File: config.mk
export PLATFORM = sky130hd
export DESIGN_NAME = hazard_scoreboard_flat
export DESIGN_NICKNAME = d
export VERILOG_FILES = /design/src/rtl/hazard_scoreboard_pkg.sv /design/src/rtl/hazard_scoreboard_if.sv /design/src/rtl/hazard_scoreboard_stage.sv /design/src/rtl/hazard_scoreboard.sv /design/src/flat_wrapper.sv
export SDC_FILE = /design/constraint.sdc
export NUM_CORES = 1
export LEC_CHECK = 0
export CAP_MARGIN = 40
export CORE_MARGIN = 4
export CORE_UTILIZATION = 50
export CTS_BUF_LIST = sky130_fd_sc_hd__clkbuf_4 sky130_fd_sc_hd__clkbuf_8
export DETAILED_ROUTE_END_ITERATION = 10
export PLACE_DENSITY_LB_ADDON = 0.08
export SETUP_SLACK_MARGIN = 0.5
export SYNTH_ARGS = -nofsm -noshare
export SYNTH_HDL_FRONTEND = slang
export SYNTH_SLANG_ARGS = --single-unit
File: constraint.sdc
create_clock -name clk -period 2.2 [get_ports clk]
set_input_delay 0.33 -clock clk [delete_from_list [all_inputs] [get_ports clk]]
set_output_delay 0.33 -clock clk [all_outputs]
set_load 0.01 [all_outputs]
File: src/rtl/hazard_scoreboard_pkg.sv
// Shared types for the hazard scoreboard: shadow-pipe entry layout, sizes and
// the bubble constant.
package hazard_scoreboard_pkg;

  localparam int NREG   = 8;
  localparam int AW     = 3;
  localparam int CNT_W  = 16;
  localparam int NSTAGE = 3;  // EXE, MEM, WB

  typedef struct packed {
    logic          valid;
    logic [AW-1:0] rd;
    logic          we;
    logic          load;
  } stage_t;

  localparam stage_t BUBBLE = '{valid: 1'b0, rd: '0, we: 1'b0, load: 1'b0};

  function automatic logic writes_reg(input stage_t s, input logic [AW-1:0] r);
    return s.valid & s.we & (s.rd == r);
  endfunction

endpackage

File: src/rtl/hazard_scoreboard_if.sv
// ID-stage request and pipeline-control bundle between the core and the
// hazard scoreboard.
interface hazard_scoreboard_if
  import hazard_scoreboard_pkg::*;
#(
  parameter int NREG  = hazard_scoreboard_pkg::NREG,
  parameter int AW    = hazard_scoreboard_pkg::AW,
  parameter int CNT_W = hazard_scoreboard_pkg::CNT_W
);

  logic             id_valid;
  logic [AW-1:0]    Rs_id;
  logic [AW-1:0]    Rd_id;
  logic             rs_used_id;
  logic             rd_used_id;
  logic             reg_write_id;
  logic             mem_read_id;
  logic             flush;
  logic             stall;
  logic             pc_write;
  logic             ifid_write;
  logic             bubble_exe;
  logic [NREG-1:0]  busy_mask;
  logic [CNT_W-1:0] stall_count;

  modport master (
    output id_valid, Rs_id, Rd_id, rs_used_id, rd_used_id,
           reg_write_id, mem_read_id, flush,
    input  stall, pc_write, ifid_write, bubble_exe, busy_mask, stall_count
  );

  modport slave (
    input  id_valid, Rs_id, Rd_id, rs_used_id, rd_used_id,
           reg_write_id, mem_read_id, flush,
    output stall, pc_write, ifid_write, bubble_exe, busy_mask, stall_count
  );

endinterface

File: src/rtl/hazard_scoreboard_stage.sv
// One shadow-pipe entry: a registered stage_t that loads a bubble when killed.
module scoreboard_stage
  import hazard_scoreboard_pkg::*;
(
  input  logic   clk,
  input  logic   rst_n,
  input  logic   kill_i,
  input  stage_t entry_i,
  output stage_t entry_o
);

  stage_t entry_q;
  stage_t entry_d;

  always_comb begin
    entry_d = kill_i ? BUBBLE : entry_i;
  end

  always_ff @(posedge clk) begin
    if (!rst_n) begin
      entry_q <= BUBBLE;
    end else begin
      entry_q <= entry_d;
    end
  end

  assign entry_o = entry_q;

endmodule

File: src/rtl/hazard_scoreboard.sv
// Load-use hazard detector: shadows EXE/MEM/WB destinations, stalls one cycle
// on a load-use dependency, applies branch flush and counts stall cycles.
module hazard_scoreboard
  import hazard_scoreboard_pkg::*;
#(
  parameter int NREG  = hazard_scoreboard_pkg::NREG,
  parameter int AW    = hazard_scoreboard_pkg::AW,
  parameter int CNT_W = hazard_scoreboard_pkg::CNT_W
) (
  input logic                clk,
  input logic                rst_n,
  hazard_scoreboard_if.slave sb
);

  stage_t            pipe_q [NSTAGE];
  stage_t            pipe_d [NSTAGE];
  logic [NSTAGE-1:0] kill;
  stage_t            exe;
  logic              operand_hit;
  logic              stall_c;
  logic              issue;
  logic [NREG-1:0]   busy;
  logic [CNT_W-1:0]  cnt_q;
  logic [CNT_W-1:0]  cnt_d;

  assign exe = pipe_q[0];

  // Only a load in EXE stalls; ALU results reach the consumer by forwarding.
  always_comb begin
    operand_hit = (sb.rs_used_id & (sb.Rs_id == exe.rd)) |
                  (sb.rd_used_id & (sb.Rd_id == exe.rd));
    stall_c     = rst_n & sb.id_valid & exe.valid & exe.we & exe.load &
                  operand_hit & ~sb.flush;
    issue       = sb.id_valid & ~stall_c & ~sb.flush;
  end

  always_comb begin
    pipe_d[0] = BUBBLE;
    if (issue) begin
      pipe_d[0].valid = 1'b1;
      pipe_d[0].rd    = sb.Rd_id;
      pipe_d[0].we    = sb.reg_write_id;
      pipe_d[0].load  = sb.mem_read_id;
    end
    pipe_d[1] = pipe_q[0];
    pipe_d[2] = pipe_q[1];
    kill      = '0;
    kill[1]   = sb.flush;  // the taken branch's shadow in EXE must not reach MEM
  end

  for (genvar gi = 0; gi < NSTAGE; gi++) begin : g_stage
    scoreboard_stage u_stage (
      .clk     (clk),
      .rst_n   (rst_n),
      .kill_i  (kill[gi]),
      .entry_i (pipe_d[gi]),
      .entry_o (pipe_q[gi])
    );
  end

  for (genvar gi = 0; gi < NREG; gi++) begin : g_busy
    localparam logic [AW-1:0] IDX = AW'(gi);
    logic hit;
    always_comb begin
      hit = 1'b0;
      for (int s = 0; s < NSTAGE; s++) begin
        hit = hit | writes_reg(pipe_q[s], IDX);
      end
    end
    assign busy[gi] = rst_n & hit;
  end

  always_comb begin
    cnt_d = cnt_q;
    if (stall_c && (cnt_q != {CNT_W{1'b1}})) begin
      cnt_d = cnt_q + CNT_W'(1);
    end
  end

  always_ff @(posedge clk) begin
    if (!rst_n) begin
      cnt_q <= '0;
    end else begin
      cnt_q <= cnt_d;
    end
  end

  assign sb.stall       = stall_c;
  assign sb.pc_write    = ~stall_c;
  assign sb.ifid_write  = ~stall_c;
  assign sb.bubble_exe  = rst_n & (stall_c | sb.flush);
  assign sb.busy_mask   = busy;
  assign sb.stall_count = cnt_q;

endmodule

File: src/flat_wrapper.sv
// flat-port wrapper written by rule: the top's interface ports become plain ports
module hazard_scoreboard_flat import hazard_scoreboard_pkg::*;
#(
  parameter int NREG  = hazard_scoreboard_pkg::NREG,
  parameter int AW    = hazard_scoreboard_pkg::AW,
  parameter int CNT_W = hazard_scoreboard_pkg::CNT_W
)
  (clk, rst_n, sb_id_valid, sb_Rs_id, sb_Rd_id, sb_rs_used_id, sb_rd_used_id, sb_reg_write_id, sb_mem_read_id, sb_flush, sb_stall, sb_pc_write, sb_ifid_write, sb_bubble_exe, sb_busy_mask, sb_stall_count);
  hazard_scoreboard_if #(.NREG(NREG), .AW(AW), .CNT_W(CNT_W)) sb_i ();
  input logic clk;
  input logic rst_n;
  input wire logic [$bits(sb_i.id_valid)-1:0] sb_id_valid;
  input wire logic [$bits(sb_i.Rs_id)-1:0] sb_Rs_id;
  input wire logic [$bits(sb_i.Rd_id)-1:0] sb_Rd_id;
  input wire logic [$bits(sb_i.rs_used_id)-1:0] sb_rs_used_id;
  input wire logic [$bits(sb_i.rd_used_id)-1:0] sb_rd_used_id;
  input wire logic [$bits(sb_i.reg_write_id)-1:0] sb_reg_write_id;
  input wire logic [$bits(sb_i.mem_read_id)-1:0] sb_mem_read_id;
  input wire logic [$bits(sb_i.flush)-1:0] sb_flush;
  output wire logic [$bits(sb_i.stall)-1:0] sb_stall;
  output wire logic [$bits(sb_i.pc_write)-1:0] sb_pc_write;
  output wire logic [$bits(sb_i.ifid_write)-1:0] sb_ifid_write;
  output wire logic [$bits(sb_i.bubble_exe)-1:0] sb_bubble_exe;
  output wire logic [$bits(sb_i.busy_mask)-1:0] sb_busy_mask;
  output wire logic [$bits(sb_i.stall_count)-1:0] sb_stall_count;
  assign sb_i.id_valid = sb_id_valid;
  assign sb_i.Rs_id = sb_Rs_id;
  assign sb_i.Rd_id = sb_Rd_id;
  assign sb_i.rs_used_id = sb_rs_used_id;
  assign sb_i.rd_used_id = sb_rd_used_id;
  assign sb_i.reg_write_id = sb_reg_write_id;
  assign sb_i.mem_read_id = sb_mem_read_id;
  assign sb_i.flush = sb_flush;
  assign sb_stall = sb_i.stall;
  assign sb_pc_write = sb_i.pc_write;
  assign sb_ifid_write = sb_i.ifid_write;
  assign sb_bubble_exe = sb_i.bubble_exe;
  assign sb_busy_mask = sb_i.busy_mask;
  assign sb_stall_count = sb_i.stall_count;
  hazard_scoreboard #(.NREG(NREG), .AW(AW), .CNT_W(CNT_W)) u_core (.clk(clk), .rst_n(rst_n), .sb(sb_i));
endmodule
Word-level counts from Yosys, hierarchy flattened:

Cells that the tools add are included.

* flip-flop bits (word level): 32
* bits of input ports: 14
* output and inout port bits: 28
* logic and storage cells: 110

* add/sub/neg operators: 1
* eq/ne operators: 24
* muxes and demuxes: 1
* bitwise operators: 67
* reduce and logical (&&, ||, !) cells: 6

Operators by type and width (number)
* AND 1 bit: 46
* == test 3 bit (second input constant): 12
* == test 3 x 2 -> 1 bit (second input constant): 6
* OR 1 bit: 18
* adder 16 x 1 -> 16 bit (second input constant): 1
* != test 16 bit (second input constant): 1
* == test 3 x 1 -> 1 bit (second input constant): 3
* logical NOT 3 bit: 3
* == test 3 bit: 2
* two-way mux 6 bit: 1
* inverter 1 bit: 3
* AND reduction 2 bit: 1
* OR reduction 2 bit: 1
* logical AND 1 bit: 1

Depth between registers and ports, before layout:

* depth after elaboration: 10
* mapped depth: 8
* mapped depth without buffers: 6

By module:

Synthesis repeated with hierarchy kept, for this count alone.

* cell total of the unflattened synthesis: 211
* area total of the unflattened synthesis: 1779.2 um2

Modules (own cells, without submodules)
* hazard_scoreboard: times used 1, cells each 175, area an instance 1261.2 um2, sequential area each 320.3 um2
* scoreboard_stage: times used 3, cells each 12, area an instance 172.7 um2, sequential area each 120.1 um2

Worst setup path after synthesis:

No wires, ideal clock.

* kind: register to output
* from: register u_core.g_stage[0].u_stage.entry_q, in the netlist u_core.g_stage[0].u_stage.entry_o[2]
* to: output port sb_pc_write
* data arrival time: 1.722 ns
* setup slack: 0.148 ns
* stages on the path, launching flop included: 9
* path through: dfxtp_1 > buf_4 > xnor2_1 > nand4_2 > a21o_1 > buf_2 > nor2_1 > inv_1 > buf_4

* longest elaborated chain between the ends: 6
* elaborated cells on any way between the ends: 8

RTL lines
* start, declared: RTL line hazard_scoreboard_stage.sv:12 `stage_t entry_q;`
* start signal, assigned: RTL line hazard_scoreboard_stage.sv:23 `entry_q <= entry_d;`
* == test 3 bit (on tied branches): RTL line hazard_scoreboard.sv:30, hazard_scoreboard.sv:31
* AND 1 bit (on tied branches): RTL line hazard_scoreboard.sv:30, hazard_scoreboard.sv:31
* OR 1 bit *: RTL line hazard_scoreboard.sv:30 `operand_hit = (sb.rs_used_id & (sb.Rs_id == exe.rd)) |`
* AND 1 bit *: RTL line hazard_scoreboard.sv:32 `stall_c = rst_n & sb.id_valid & exe.valid & exe.we & exe.load &`
* AND 1 bit *: RTL line hazard_scoreboard.sv:33 `operand_hit & ~sb.flush;`
* named net sb_stall: RTL line flat_wrapper.sv:20 `output wire logic [$bits(sb_i.stall)-1:0] sb_stall;`
* inverter 1 bit *
* end, declared: RTL line flat_wrapper.sv:21 `output wire logic [$bits(sb_i.pc_write)-1:0] sb_pc_write;`

The timed path passes the listed nets; every way through them passes the cells marked *.

Final worst setup path:

* from: register u_core.g_stage[0].u_stage.entry_q, in the netlist u_core.g_stage[0].u_stage.entry_o[4]
* to: register u_core.cnt_q[6] (netlist: u_core.sb.stall_count[6])

* longest elaborated chain between the ends: 6
* elaborated cells on any way between the ends: 8

RTL lines
* == test 3 bit (on tied branches): RTL line hazard_scoreboard.sv:30, hazard_scoreboard.sv:31
* AND 1 bit (on tied branches): RTL line hazard_scoreboard.sv:30, hazard_scoreboard.sv:31
* OR 1 bit *: RTL line hazard_scoreboard.sv:30
* AND 1 bit *: RTL line hazard_scoreboard.sv:32
* AND 1 bit *: RTL line hazard_scoreboard.sv:33
* logical AND 1 bit *: RTL line hazard_scoreboard.sv:75 `if (stall_c && (cnt_q != {CNT_W{1'b1}})) begin`
* end signal, assigned: RTL line hazard_scoreboard.sv:84 `cnt_q <= cnt_d;`
* end, declared: RTL line hazard_scoreboard.sv:23 `logic [CNT_W-1:0] cnt_q;`

Mark *: on every way between the ends. The rest lies on a longest branch, timed or not.
A chain may end at the register's enable or synchronous reset.

==> impl_metrics.toml <==
[status]
outcome = "completed"

[global_routing]
overflow = 0
grt_pass1_wl_mm = 9.41
grt_usage_pct = 28.4
grt_pass1_vias = 1885
grt_max_degree = 13
antenna_found_initial = 0

[placed_design]
dpl.hpwl_mm = 3.03
gp_congestion = 0.934
dp_cells = 290
placed_cell_area_mm2 = 0.00224
port-buffer-count = 41

[drt]
wl_mm = 7.86
drt-initial-drc-count = 340
drc = 0
wl_per_cell_um = 23.7
vias = 2132
routed_via_density = 6.44
drt-pass1-iter-count = 5
ant_nets = 0

[floorplanning]
rows = 20
die_w_um = 65.8
initial_core_util_pct = 53.4
dieArea_mm2 = 0.00433
die_h_um = 65.8
core_mm2 = 0.00313
ios = 42

[timing]
tightest_slew_ps = 426
setup_viol = 0
min_period_ps = 2100
fmax_mhz = 476
fin_crit_sh_pct = 95.5
rsz0062_at_grt = "true"
hold_viol_final = 0
fin_hold_ws_ps = 397
max_slew_margin_pct = 71.4
fin_worst_skew_ps = 14.3
slew_viol_final = 0
setup_tns_ps = 0

[logic_synthesis]
yosys_warnings = 0
avgSynthCellArea_um2 = 8.32
synth_edf_count = 0
netlist_area_mm2 = 0.00167
yosys_most_used_dff = "dfxtp_1"
synthTopCellsByArea = "dfxtp_1 38%, nor2_1 6.5%, and2_1 6.0%, xnor2_1 4.7%, nand2b_1 3.4%"
yosysTopAreaCell = "dfxtp_1"
async_flop_share_pct = 0
yosys_register_bits = 32
synth_nets = 216
netlist_instances = 201
seq_area_frac_synth_pct = 38.3
synth_top_area_share_pct = 38.3
ys_types = 33

[final_layout]
multiInputGateArea_mm2 = 0.00130
syn_to_final_growth_pct = 75.2
final_nets = 301
register_area_um2 = 689
fillers = 89
fin_util_pct = 93.6
insertedDiodeCount = 0
drive_gt1_share_pct = 49.5
fin_cells = 331
postLayoutCellArea_mm2 = 0.00293

[setup_path]
worstPathArrival_ps = 2370
worstPathCellList = "xnor2_2 > nand4_2 > a21o_1 > buf_6 > buf_8 > or4_1 > a21oi_1"
r2r-start = "u_core.g_stage[0].u_stage.entry_o[4]"
slowest_stage = "or4_1"
crit_type = "flop to flop"
slowest_delay_ps = 550
cp_max_fo = 5
endpoint_kind = "flop"
reg2reg_depth = 7
rrSetupSlack_ps = 100
startpoint_type = "flop"
critPathRequiredTime_ps = 2470
r2r-end = "u_core.sb.stall_count[6]"

[clock_network]
cts_buffers = 5
clk_latency_ps = 360
cts.sink_count = 32
postCtsHoldBufs = 0
h-tree-depth = 2
ctsRootBufferMaster = "clkbuf_4"
path_clk_slew_ps = 110
clock_tree.buffer_depth = 2
cts_tree = "built"

[run]
drv_cap = 0

[worst_hold_path]
worstHoldPathType = "input port to flop"
worstHoldStart = "sb_Rd_id[0]"
hold_depth = 2
hold_end = "u_core.g_stage[0].u_stage.entry_o[2]"

[power]
power_leakage_nw = 1.10
ir_drop_uv = 393
power_density_mw_per_mm2 = 366
## cell usage in the layout (no fill, tap or decap), types with 7 or more instances in the layout
| cell type | n |
|---|---|
| buf_6 | 19 |
| dlygate4sd2_1 | 7 |
| dfxtp_2 | 9 |
| nand2b_1 | 7 |
| buf_2 | 9 |
| buf_4 | 27 |
| nand4_1 | 7 |
| nand2_1 | 12 |
| nor2_1 | 25 |
| and2_1 | 16 |
| dfxtp_1 | 13 |
| clkdlybuf4s50_1 | 20 |
| dfxtp_4 | 10 |
| xnor2_2 | 7 |
## worst max-delay path by stage
stage	start	endpoint	slack [ps]	cells past startpoint
after global routing	u_core.g_stage[0].u_stage.entry_o[4]	u_core.sb.stall_count[6]	70	7
after detailed placement	sb_Rs_id[2]	sb_bubble_exe	-190	7
final	u_core.g_stage[0].u_stage.entry_o[4]	u_core.sb.stall_count[6]	100	7
after CTS	u_core.g_stage[0].u_stage.entry_o[4]	u_core.sb.stall_count[4]	280	7
after floorplan	u_core.g_stage[0].u_stage.entry_o[3]	sb_pc_write	420	8
after global placement	sb_Rs_id[1]	sb_bubble_exe	-160	7
## synth_stat cells, types with 2 or more instances
cell type / count
a21o_1: 2
nand3_1: 9
buf_2: 3
dfxtp_1: 32
o22ai_1: 6
clkbuf_1: 3
o21ai_0: 2
nand4_1: 7
nand3b_1: 4
or3_1: 2
nor4_2: 2
and2_1: 16
nor3_1: 8
inv_1: 5
nand4_2: 2
o31ai_1: 6
nand2_1: 12
xnor2_1: 9
nand2b_1: 9
mux2i_1: 4
or4_1: 6
buf_4: 3
a21oi_1: 11
nor2_1: 29
## what timing repair did
action	CTS	global route
pin swaps	35	26
cloned	1	0
resized for setup	106	49
buffers inserted	23	9
endpoints found under the setup margin	27	31
## flip-flops by register name, summed over array words and instances (netlist names)
| name | cells |
|---|---|
| u_core.g_stage.u_stage.entry_o | 16 |
| u_core.sb.stall_count | 16 |
## report_power, final
group          switching (mW)  internal, mW  total (mW)
Clock                   0.225         0.152       0.376
Combinational          0.0603        0.0559       0.116
Sequential            0.00769         0.573       0.580
## cells by family (layout without fill, tap and decap cells)
| family | count (synthesis) | in the layout | share of synthesized area (%) |
|---|---|---|---|
| XOR/XNOR | 9 | 9 | 4.72 |
| flip-flops | 32 | 32 | 38.3 |
| multiplexers | 4 | 4 | 2.40 |
| AO/OA/AOI/OAI | 30 | 30 | 12.7 |
| buffers and inverters | 14 | 100 | 4.04 |
| adder cells (fa/ha/maj) | 1 | 1 | 0.748 |
| AND/OR/NAND/NOR | 111 | 111 | 37.1 |
## layer usage
layer / share of wire [%] / GRT usage [%] / up-vias / wire, um
met5: 0 / 0 / - / 0
met4: 4.6 / 11.7 / 0 / 362
met3: 9.7 / 5.27 / 49 / 760
met2: 47 / 47.8 / 194 / 3680
met1: 39 / 35.4 / 995 / 3050
li1: - / - / 894 / -
## metrics by stage
stage	power, mW	setup WS [ps]
after detailed placement	0.686	-192
after global routing	1.10	70.9
final	1.07	98.3
after global placement	0.683	-157
after floorplan	0.641	418
after CTS	1.04	281
## critical path: cells and delay by family (launching register included)
kind	cells	cell delay, ps
AND/OR/NAND/NOR	2	690
AO/OA/AOI/OAI	2	480
flip-flops	1	390
buffers and inverters	2	270
XOR/XNOR	1	160
## cell type report
type                            instances  area share [%]
Clock inverter                          2           0.342
Inverter                                5           0.641
Clock buffer                            6            1.75
Timing Repair Buffer                   87            27.4
Sequential cell                        32            23.5
Multi-Input combinational cell        155            44.5
Tap cell                               44            1.88
Power figures use the tool's default switching activity.
